<file path="config.mk">
export PLATFORM = sky130hd
export DESIGN_NAME = key_pad_emulator_flat
export DESIGN_NICKNAME = d
export VERILOG_FILES = /design/src/rtl/key_pad_emulator_if.sv /design/src/rtl/key_pad_emulator.sv /design/src/flat_wrapper.sv
export SDC_FILE = /design/constraint.sdc
export NUM_CORES = 1
export LEC_CHECK = 0
export ABC_AREA = 1
export CAP_MARGIN = 20
export CORE_ASPECT_RATIO = 0.75
export CORE_UTILIZATION = 34
export CTS_CLUSTER_SIZE = 14
export DETAILED_ROUTE_END_ITERATION = 12
export SYNTH_ARGS = -nofsm -noshare
export SYNTH_HDL_FRONTEND = slang
export SYNTH_SLANG_ARGS = --single-unit
</file>
<file path="constraint.sdc">
create_clock -name i_clk -period 2.1 [get_ports i_clk]
set_clock_uncertainty 0.15 [all_clocks]
set_input_delay 0.315 -clock i_clk [delete_from_list [all_inputs] [get_ports i_clk]]
set_output_delay 0.315 -clock i_clk [all_outputs]
set_load 0.05 [all_outputs]
</file>
<file path="src/rtl/key_pad_emulator_if.sv">
// key_pad_emulator_if: press-request handshake and status between a test controller and the keypad emulator.
interface key_pad_emulator_if;
  logic       press_valid;
  logic [3:0] press_code;
  logic       press_ready;
  logic       busy;
  logic       done;
  logic       err;
  modport master (output press_valid, press_code, input press_ready, busy, done, err);
  modport slave (input press_valid, press_code, output press_ready, busy, done, err);
endinterface

</file>
<file path="src/rtl/key_pad_emulator.sv">
// key_pad_emulator: passive 4x3 keypad model closing a row/column contact on request.
// Define KEY_PAD_BOUNCE_EN to add contact bounce at the start of press and release.
module key_pad_emulator #(
  parameter int HOLD_CYCLES   = 200000,
  parameter int GAP_CYCLES    = 100000,
  parameter int BOUNCE_CYCLES = 1000,
  parameter int BOUNCE_TOGGLE = 100
) (
  input  logic                i_clk,
  input  logic                i_rst_n,
  input  logic [2:0]          i_col,
  output logic [3:0]          o_row,
  key_pad_emulator_if.slave   press
);
  localparam int MAX_HG = HOLD_CYCLES > GAP_CYCLES ? HOLD_CYCLES : GAP_CYCLES;
  localparam int MAX_B  = BOUNCE_CYCLES > BOUNCE_TOGGLE ? BOUNCE_CYCLES : BOUNCE_TOGGLE;
  localparam int CW     = $clog2((MAX_HG > MAX_B ? MAX_HG : MAX_B) + 1);
  typedef enum logic [1:0] {IDLE, PRESS, RELEASE} state_t;
  state_t        state_q, state_d;
  logic [CW-1:0] cnt_q, cnt_d;
  logic [3:0]    row_sel_q, row_sel_d, row_q, row_d;
  logic [2:0]    col_sel_q, col_sel_d;
  logic          ready_q, ready_d, busy_q, busy_d, done_q, done_d, err_q, err_d;
  logic          accept, code_ok, contact;
  logic [3:0]    key_idx;
  assign accept  = press.press_valid & ready_q;
  assign code_ok = press.press_code < 4'd12;
  // key_idx enumerates keys row-major from R1C1 to R4C3
  assign key_idx = press.press_code == 4'd0  ? 4'd10 :
                   press.press_code == 4'd11 ? 4'd11 : press.press_code - 4'd1;
  always_comb begin
    state_d   = state_q;
    cnt_d     = cnt_q + CW'(1);
    row_sel_d = row_sel_q;
    col_sel_d = col_sel_q;
    if (state_q == IDLE) begin
      cnt_d = '0;
      if (accept && code_ok) begin
        state_d   = PRESS;
        row_sel_d = 4'b1000 >> (key_idx / 4'd3);
        col_sel_d = 3'b100 >> (key_idx % 4'd3);
      end
    end else if (state_q == PRESS && cnt_q == CW'(HOLD_CYCLES - 1)) begin
      state_d = RELEASE;
      cnt_d   = '0;
    end else if (state_q == RELEASE && cnt_q == CW'(GAP_CYCLES - 1)) begin
      state_d = IDLE;
      cnt_d   = '0;
    end
    ready_d = state_q == IDLE && !(accept && code_ok);
    busy_d  = state_d != IDLE;
    done_d  = state_d == RELEASE && cnt_d == CW'(GAP_CYCLES - 1);
    err_d   = accept && !code_ok;
    row_d   = ~(row_sel_d & {4{contact && |(~i_col & col_sel_d)}});
  end
`ifdef KEY_PAD_BOUNCE_EN
  logic [CW-1:0] tog;
  logic          in_win;
  assign tog     = cnt_d / CW'(BOUNCE_TOGGLE);
  assign in_win  = cnt_d < CW'(BOUNCE_CYCLES);
  // press bounce starts open, release bounce starts closed
  assign contact = state_d == PRESS ? (!in_win || tog[0]) : (state_d == RELEASE && in_win && !tog[0]);
`else
  assign contact = state_d == PRESS;
`endif
  always_ff @(posedge i_clk or negedge i_rst_n) begin
    if (!i_rst_n) begin
      state_q   <= IDLE;
      cnt_q     <= '0;
      row_sel_q <= '0;
      col_sel_q <= '0;
      row_q     <= 4'hF;
      ready_q   <= 1'b0;
      busy_q    <= 1'b0;
      done_q    <= 1'b0;
      err_q     <= 1'b0;
    end else begin
      state_q   <= state_d;
      cnt_q     <= cnt_d;
      row_sel_q <= row_sel_d;
      col_sel_q <= col_sel_d;
      row_q     <= row_d;
      ready_q   <= ready_d;
      busy_q    <= busy_d;
      done_q    <= done_d;
      err_q     <= err_d;
    end
  end
  assign o_row             = row_q;
  assign press.press_ready = ready_q;
  assign press.busy        = busy_q;
  assign press.done        = done_q;
  assign press.err         = err_q;
endmodule

</file>
<file path="src/flat_wrapper.sv">
// flat-port wrapper written by rule: the top's interface ports become plain ports
module key_pad_emulator_flat 
#(
  parameter int HOLD_CYCLES   = 200000,
  parameter int GAP_CYCLES    = 100000,
  parameter int BOUNCE_CYCLES = 1000,
  parameter int BOUNCE_TOGGLE = 100
)
  (i_clk, i_rst_n, i_col, o_row, press_press_valid, press_press_code, press_press_ready, press_busy, press_done, press_err);
  key_pad_emulator_if press_i ();
  input  logic i_clk;
  input  logic i_rst_n;
  input  logic [2:0] i_col;
  output logic [3:0] o_row;
  input wire logic [$bits(press_i.press_valid)-1:0] press_press_valid;
  input wire logic [$bits(press_i.press_code)-1:0] press_press_code;
  output wire logic [$bits(press_i.press_ready)-1:0] press_press_ready;
  output wire logic [$bits(press_i.busy)-1:0] press_busy;
  output wire logic [$bits(press_i.done)-1:0] press_done;
  output wire logic [$bits(press_i.err)-1:0] press_err;
  assign press_i.press_valid = press_press_valid;
  assign press_i.press_code = press_press_code;
  assign press_press_ready = press_i.press_ready;
  assign press_busy = press_i.busy;
  assign press_done = press_i.done;
  assign press_err = press_i.err;
  key_pad_emulator #(.HOLD_CYCLES(HOLD_CYCLES), .GAP_CYCLES(GAP_CYCLES), .BOUNCE_CYCLES(BOUNCE_CYCLES), .BOUNCE_TOGGLE(BOUNCE_TOGGLE)) u_core (.i_clk(i_clk), .i_rst_n(i_rst_n), .i_col(i_col), .o_row(o_row), .press(press_i));
endmodule
</file>
==> summary by stage, run 1 <==
Hold path
The beginning of the worst hold path is press_press_code[3]. The path type of the worst min-delay path is input pin to register.

Worst setup path
Of all nets on the critical path, the largest fanout is 5. The reg-to-reg endpoint is u_core.press.done. The register-to-register setup slack is -0.13 ns.

The worst register-to-register path begins at u_core.cnt_q[14]. The critical path in this run is classified as input pin to register. The endpoint of the most critical setup path is u_core.o_row[0]. The number of cells traversed by the worst register-to-register path is 13.

Data on the critical path arrives at its endpoint at 2.59 ns. Data on the critical path is required at its endpoint by about 2.2 ns. The worst setup path is launched from an input pin. Tracing the worst setup path back leads to its startpoint at press_press_code[0].

The nature of the critical path endpoint is a register.

STA
The number of endpoints failing setup at the final stage is 12. Setup repair after global routing could not meet its margin everywhere. For this run, the top clock speed supported by timing is 394 MHz. The worst max-slew margin expressed relative to the limit is 0.485. Setup slack on the critical path of the routed design comes to -0.440 ns. The count of pins over their slew limit is 0. In the finished design, the share of the clock period the worst path needs comes to 1.21. The final critical delay including setup and external delays is 2.54 ns. Across all hold checks on the routed design, the worst slack comes to ~0.29 ns. The hold violation total from the final report came to 0.

At the pin with the least slew margin, the transition time is 0.773 ns.

Final layout
The library cells used most frequently in the layout, excluding fill and tap cells, are buf_4 (59), nand2_1 (55), inv_1 (35), nor2_1 (34), dfrtp_1 (31). In the final layout, the share of cells above drive strength 1 is 0.425. The finished cells cover between 3000 and 4000 um2. The most common cell after layout, fill and taps aside is buf_4.

The post-synthesis to final-layout area growth is 50.7%. The net count of the finished layout is ~390. The diode insertion count for antenna repair is 0.

Yosys
In this run, distinct cell masters in the synthesized netlist total 28. The gate count after technology mapping is 290. Ranked by total cell area, the synthesized netlist is headed by dfrtp_1 (35%), nand2_1 (11%), inv_1 (7.2%). The share of the Yosys chip area taken by registers is 0.401.

The register bit total from synthesis is 35. The cell area that synthesis handed to floorplanning was 2200 um2. The synthesized area divided by synthesized cell count is 7.58 um2. When the netlist entered floorplanning its net count stood at 307. The share of the synthesized area in the top cell type is 0.353.

The cell taking the most area after synthesis is dfrtp_1. The synthesis warning total is 0.

Floorplan
The total number of placement rows is 24. The starting utilization of the core area is 0.364. The top-level I/O count is 18. The overall die area is between 6000 and 7000 um2. The floorplan step set the die width to 94.9 um. The overall die height is ~70 um. The core region is 6040 um2.

Pwr
VDD sags by at most 359 uV. The cell leakage power is roughly 1.6 nW. The cell area power density is 700 nW/um2.

The overall power after layout is approximately 2.3 mW.

Placed design
The total cell area at the placement stage is 2970 um2. The placed wire-length estimate is 3.98 mm. At the end of routability-driven placement, the weighted congestion stood at around 0.84. The count of input and output buffers is 17.

Drt
The number of DRC violations after detailed routing is 0. The per-cell via count in the routed design is 4.60. The pre-antenna-repair detailed-routing pass consisted of 4 iterations. The final antenna-violating net count is 0. The initial DRC count is roughly 120.

The via count of the routed design is 2072. Dividing the detail-routed wire length by the instance count gives approximately 12 um. For this block, the routed nets add up to 5.25 mm of wire.

Clock network
The clock slew seen by the registers of the worst setup and hold paths is 0.07 ns. The clock passes through at most 2 buffers. The buffer type at the clock tree root is clkbuf_8.

TritonCTS built the clock tree. The H-tree was split into 2 levels. For the worst-skew pair, the clock arrives at the later sink with an insertion delay of 0.29 ns. Clock tree synthesis found a total of 35 sinks.

The clock buffer count from CTS is 5.

Job
Across the run, the number of max-cap violations was 0.

Outcome
The flow ran to the end, but the final reports show violations. The final reports fail on setup timing.

GRT
For this run, the total global-route usage over all layers was measured as 0.173. The via count of the first global-routing pass is 2032. The initial antenna violation count came to 0.

The wire length of the first global-routing pass is 8.98 mm. Entering global routing, the biggest net connects 36 pins. For this run the aggregate overflow at the end of global routing stands at 0.
-- logic make-up after synthesis --
group / share of synthesized area
adders and majority gates: 0.0398
AOI/OAI and AO/OA: 0.0307
xor gates and xnor gates: 0.0438
DFF: 0.401
buffers and inverters: 0.0820
and+or+nand+nor: 0.403
-- timing repair --
action,4_1_cts,5_1_grt
pin swaps,22,23
hold buffers,1,0
setup buffers,5,2
hold endpoints to repair,31,0
setup endpoints to repair,12,14
resized for setup,46,28
-- synthesized netlist by cell type (all sizes together) --
cell     n
dfstp    4
xor2    10
nand3   30
nand2   82
nor3    13
nor4     1
o22ai    1
buf      1
a21oi    1
ha       7
xnor2    1
or2      2
o21bai   1
nand4    7
nor2    45
a221oi   1
o21ai    6
dfrtp   31
inv     46
-- registers in the layout (all words and copies together), names as in the netlist --
signal	cells
u_core.cnt_q	18
u_core.col_sel_q	3
u_core.o_row	4
u_core.press.busy	1
u_core.press.done	1
u_core.press.err	1
u_core.press.press_ready	1
u_core.row_sel_q	4
u_core.state_q	2
-- worst max-delay path, cell delays in order --
cell and delay, ns:
buf_12 0.10, inv_12 0.03, ha_4 0.16, xnor2_4 0.14
nor2_4 0.12, nand2_2 0.07, inv_2 0.06, ha_4 0.11
inv_2 0.03, ha_4 0.17, nand2_4 0.06, nand3_2 0.08
nand2_2 0.09, inv_2 0.04, ha_4 0.17, nor2_8 0.13
nand2_4 0.08, nand2_2 0.07, nand2_2 0.04, nor2_2 0.09
nand2_1 0.07, nand2_2 0.08, nand2_2 0.07, nand3_4 0.11
nand3_2 0.07
-- routing by layer --
layer | part of all wire | track usage | vias up
li1 | - | - | 1081
met5 | 0 | 0 | -
met4 | 0.019 | 0.0657 | 0
met3 | 0.038 | 0.0340 | 9
met1 | 0.52 | 0.246 | 946
met2 | 0.42 | 0.261 | 36
-- area by class of cell --
| class | instances | area [um2] |
|---|---|---|
| Clock buffer | 8 | 100 |
| Fill cell | 558 | 2720 |
| Inverter | 46 | 203 |
| Multi-Input combinational cell | 208 | 1420 |
| Sequential cell | 35 | 881 |
| Tap cell | 78 | 97.6 |
| Timing Repair Buffer | 75 | 611 |
-- how the worst min path moves through the flow --
stage | depth (start not counted) | slack [ns] | endpoint
2_1_floorplan | 0 | -0.13 | u_core.cnt_q[0]
4_1_cts | 2 | 0.34 | u_core.row_sel_q[2]
5_1_grt | 4 | 0.30 | u_core.press.err
3_3_place_gp | 1 | 0.29 | u_core.press.press_ready
3_5_place_dp | 1 | 0.29 | u_core.press.err
6_report | 4 | 0.29 | u_core.press.err
-- power breakdown --
part,total [mW],switching (mW),internal [mW]
registers,0.831,0.0541,0.777
logic,0.952,0.539,0.413
clock network,0.535,0.236,0.299
-- through the flow --
stage	std cells	worst slack [ns]	util	TNS [ns]
finish	450	-0.440	0.549	-3.33
global route	450	-0.613	0.549	-5.14
CTS	452	-0.581	0.539	-4.98
detailed placement	438	-1.26	0.492	-12.31
global placement	438	-1.20	0.492	-11.73
floorplan	290	-0.499	-	-3.43
No activity file was read; power rests on OpenSTA's default activity.
==> run 2: changes to the inputs <==
--- a/config.mk
+++ b/config.mk
@@ -5,12 +5,12 @@
 export SDC_FILE = /design/constraint.sdc
 export NUM_CORES = 1
 export LEC_CHECK = 0
-export ABC_AREA = 1
 export CAP_MARGIN = 20
 export CORE_ASPECT_RATIO = 0.75
 export CORE_UTILIZATION = 34
 export CTS_CLUSTER_SIZE = 14
 export DETAILED_ROUTE_END_ITERATION = 12
+export SKIP_LAST_GASP = 1
 export SYNTH_ARGS = -nofsm -noshare
 export SYNTH_HDL_FRONTEND = slang
 export SYNTH_SLANG_ARGS = --single-unit
==> run 2 against run 1 <==
- the flow still finishes with violations (setup timing)
- clock-buffer cell count unchanged
- setup slack got worse by 0.38 ns
- register-to-register slack worse by 0.06 ns
- non-clock buffer count grew 34
- via count increased by 10%
- die area grew 4.1%
- critical endpoint unchanged
- largest cell class unchanged
- highest routed layer unchanged
==> summary by stage, run 2 <==
Outcome
The flow ran to the end, but the final reports show violations. The checks that failed: setup timing.

Final layout
The repair_antennas step left the layout with diodes totalling 0. The register with the most flip-flops in the layout has 18 of them. The layout cell share with drive strength beyond 1 is 0.446. The most common cell after layout, fill and taps aside is buf_4. The filler cells instantiated in the layout total 524. The multi-input combinational cells in the finished layout cover a total of 1600 um2. The number of standard cells in the final layout excluding fillers is 451. The largest register by flop count is u_core.cnt_q. The post-synthesis to final-layout area growth is 60.3%. In the layout the commonest cells are buf_4 (86), dfrtp_1 (31), nor2_1 (29), nand2_1 (23). The total area of sequential cells is 881 um2.

The net total in the final layout is 386.

Yosys
The predominant post-synthesis flop cell is dfrtp_1. The mapped netlist covers 2290 um2. The portion of synthesized area spent on multiplexers is 0.0224. For this run, asynchronously set or reset flops after synthesis account for 1.00. Synthesis instantiated 61 different standard cells from the library.

The post-synthesis share of cell area spent on full adders, half adders and majority gates is 0.0382. The compound-gate portion of the synthesized area is 0.160. The register area share after synthesis is 0.384. The largest total area in the synthesized netlist belongs to dfrtp_1. Synthesis produced a netlist whose cell count is 265. The largest family of logic cells by synthesized area is simple AND/OR/NAND/NOR gates. Of the total synthesized cell area, the portion taken by AND, OR, NAND and NOR gates is 0.269. Sorting the synthesized cells by how often they occur yields nor2_1 (33), dfrtp_1 (31), nand2_1 (26), inv_1 (16), nand3_1 (15).

In this run, synthesis inferred 0 flip-flops with an integrated enable. Ranked by total cell area, the synthesized netlist is headed by dfrtp_1 (34%), nor2_1 (5.4%), dfstp_2 (4.6%). The number of nets in the synthesized netlist is 282. The post-synthesis xor/xnor area fraction is 0.0688.

The share of synthesized area in the top cell type comes to 0.339. The register bit total from synthesis is 35. By instance count, the leading cell after synthesis is nor2_1.

A synthesized cell averages 8.65 um2. The synthesis warning total is 0.

Worst setup path
In this run the worst path has a maximum fanout of 7. The nature of the critical path endpoint is a register. STA puts the critical path data required time at roughly 2.1 ns. The critical path data arrival time is 2.96 ns. The critical path in this run is classified as input pin to register. The startpoint class of the critical path is an input pin.

Clock network
The number of levels the H-tree was split into is 2. In this run the clock root is driven by a clkbuf_8. In this run, CTS created clock tree buffers numbering 5. TritonCTS built the clock tree. The clock latency at the later pin of the worst-skew pair is 0.28 ns. In this run the deepest clock path goes through 2 buffers. The TritonCTS sink count is 35. The clock slew seen by the registers of the worst setup and hold paths is 0.07 ns.

STA
Across all setup checks in the final design, the least slack found is -0.821 ns. The count of pins over their slew limit was 0. The portion of the clock cycle consumed by the worst path in the final layout is 1.39. The number of endpoints failing setup at the final stage is 27. The setup total negative slack is -7.98 ns. For this run, the top clock speed supported by timing is 342 MHz. Counting I/O delays and the setup requirement, the final critical path takes 2.92 ns.

The worst max-slew margin expressed relative to the limit is 0.490. The hold violation total from the final report is 0. The worst-margin pin slew is 0.765 ns.

Setup repair after global routing could not meet its margin everywhere.

Drt
The first routing iteration left between 150 and 200 violations. Once detail routing completed, the nets flagged for antenna violations numbered 0. In the routed layout, each cell is associated on average with a via count of 5.07. The final routed wirelength across all metal layers is 6.44 mm. The average wire length per cell after detail routing is 14.3 um. The via count of the routed design is 2288. The pre-antenna-repair detailed-routing pass consisted of 4 iterations. The number of DRC violations after detailed routing is 0.

Placed design
The count of buffers added on input and output ports is 17. The last weighted congestion value of the routability-driven placer is 0.850. After legalization and detailed placement, the total HPWL measured 4.74 mm. After detailed placement, the design holds a cell count of 428.

Floorplan
The overall die area is 7070 um2. The overall die height is roughly 73 um. The total number of placement rows is 25. The floorplan step defined a core boundary enclosing 6410 um2. For this configuration, the core starts out at a cell density of 0.357. In this run the count of I/O pins placed on the die edge is 18.

Measured along the x axis, the die boundary spans 96.8 um.

Hold path
The worst hold path belongs to the class input pin to register.

GRT
For met3 alone, demand over resource in global routing was 0.0374. After global routing the overflow that remains totals 0. The wire length of the first global-routing pass is 10.3 mm. The met2 usage is 0.260.

The initial antenna violation count is 0. For this run, the total global-route usage over all layers was measured as 0.182. The via count of the first global-routing pass is between 2000 and 2500.

The met1 usage in global routing is 0.286. Entering global routing, the biggest net connects 36 pins. In this run the most used layer during global routing was met1.

Pwr
The cell leakage power is 1.65 nW. VDD sags by at most 391 uV. For this design the ratio of total power to cell area is 646 nW/um2.

Job
The tool flagged a number of max-cap violations equal to 0.
## run 2: cell count changes after synthesis, moves of 5 or more
cell,before,now
nand3_1,27,15
xnor2_1,1,10
nand2_1,63,26
nor2_1,40,33
nand2b_1,0,5
clkbuf_1,0,7
nand2_4,5,0
inv_1,42,16
nor3_1,13,7
nand2_2,14,0
a21o_1,0,5
## run 2: path summary, 6_finish.rpt
kind	depth (start not counted)	slack, ns	endpoint	startpoint
max	16	-0.82	u_core.o_row[0]	press_press_code[0]
min	4	0.31	u_core.press.err	press_press_code[3]
max reg2reg	8	-0.19	u_core.press.done	u_core.cnt_q[0]
min reg2reg	2	0.34	u_core.col_sel_q[2]	u_core.col_sel_q[2]
max in group asynchronous	2	0.82	u_core.cnt_q[7]	i_rst_n
min in group asynchronous	2	0.49	u_core.cnt_q[1]	i_rst_n
## run 2: area by class of cell
| class | count | area share |
|---|---|---|
| Multi-Input combinational cell | 199 | 0.435 |
| Tap cell | 81 | 0.0276 |
| Clock buffer | 8 | 0.0272 |
| Timing Repair Buffer | 109 | 0.246 |
| Inverter | 19 | 0.0242 |
| Sequential cell | 35 | 0.240 |
## run 2: worst max-delay path, stage by stage
cell and delay, ns:
buf_12 0.12, inv_8 0.06, ha_4 0.14, nor2b_4 0.16, a21oi_4 0.07, or2_4 0.25
inv_4 0.06, ha_4 0.12, inv_4 0.03, ha_4 0.18, a21o_1 0.17, a31o_1 0.21
a21o_1 0.20, or4_4 0.54, a21oi_4 0.19, o211ai_1 0.13
## run 2: where the power goes
part           total (mW)  switching (mW)  internal (mW)  leakage (nW)
sequential          0.832          0.0577          0.774         0.456
clock               0.529           0.230          0.299        0.0515
combinational        1.01           0.496          0.516          1.15
## run 2: metrics by stage
stage / power [mW] / worst slack, ns / instance area [um2] / util / hold WS, ns
2_1_floorplan: 1.33 / -0.896 / 2490 / - / -0.131
5_1_grt: 2.51 / -0.917 / 3670 / 0.573 / 0.323
3_3_place_gp: 1.67 / -1.49 / 3250 / 0.506 / 0.290
4_1_cts: 2.27 / -0.816 / 3510 / 0.547 / 0.339
3_5_place_dp: 1.68 / -1.59 / 3250 / 0.506 / 0.291
6_report: 2.37 / -0.821 / 3670 / 0.573 / 0.308
## run 2: per-layer routing
metal | vias to the layer above | part of all wire
li1 | 1137 | -
met1 | 1085 | 0.54
met2 | 60 | 0.41
met3 | 6 | 0.041
met4 | 0 | 0.0064
met5 | - | 0
## run 2: timing repair
action | 4_1_cts | 5_1_grt
hold endpoints to repair | 31 | 0
endpoints found under the setup margin | 13 | 31
pin swaps | 19 | 25
hold buffers | 1 | 0
gates resized for setup | 33 | 38
buffers inserted | 11 | 7
## run 2: cells by family (layout without fill, tap and decap cells)
logic type | after synthesis | in the layout
fa+ha+maj | 7 | 7
xor+xnor | 18 | 18
mux | 5 | 5
flops | 35 | 35
simple gates | 120 | 120
buf+inv | 31 | 136
compound gates | 49 | 49
==> run 3: changes to the inputs <==
--- a/config.mk
+++ b/config.mk
@@ -10,6 +10,7 @@
 export CORE_UTILIZATION = 34
 export CTS_CLUSTER_SIZE = 14
 export DETAILED_ROUTE_END_ITERATION = 12
+export HOLD_SLACK_MARGIN = 0.1
 export SKIP_LAST_GASP = 1
 export SYNTH_ARGS = -nofsm -noshare
 export SYNTH_HDL_FRONTEND = slang
==> results of run 3 <==
No change in the layout: final DEF, timing and power equal those of run 2.
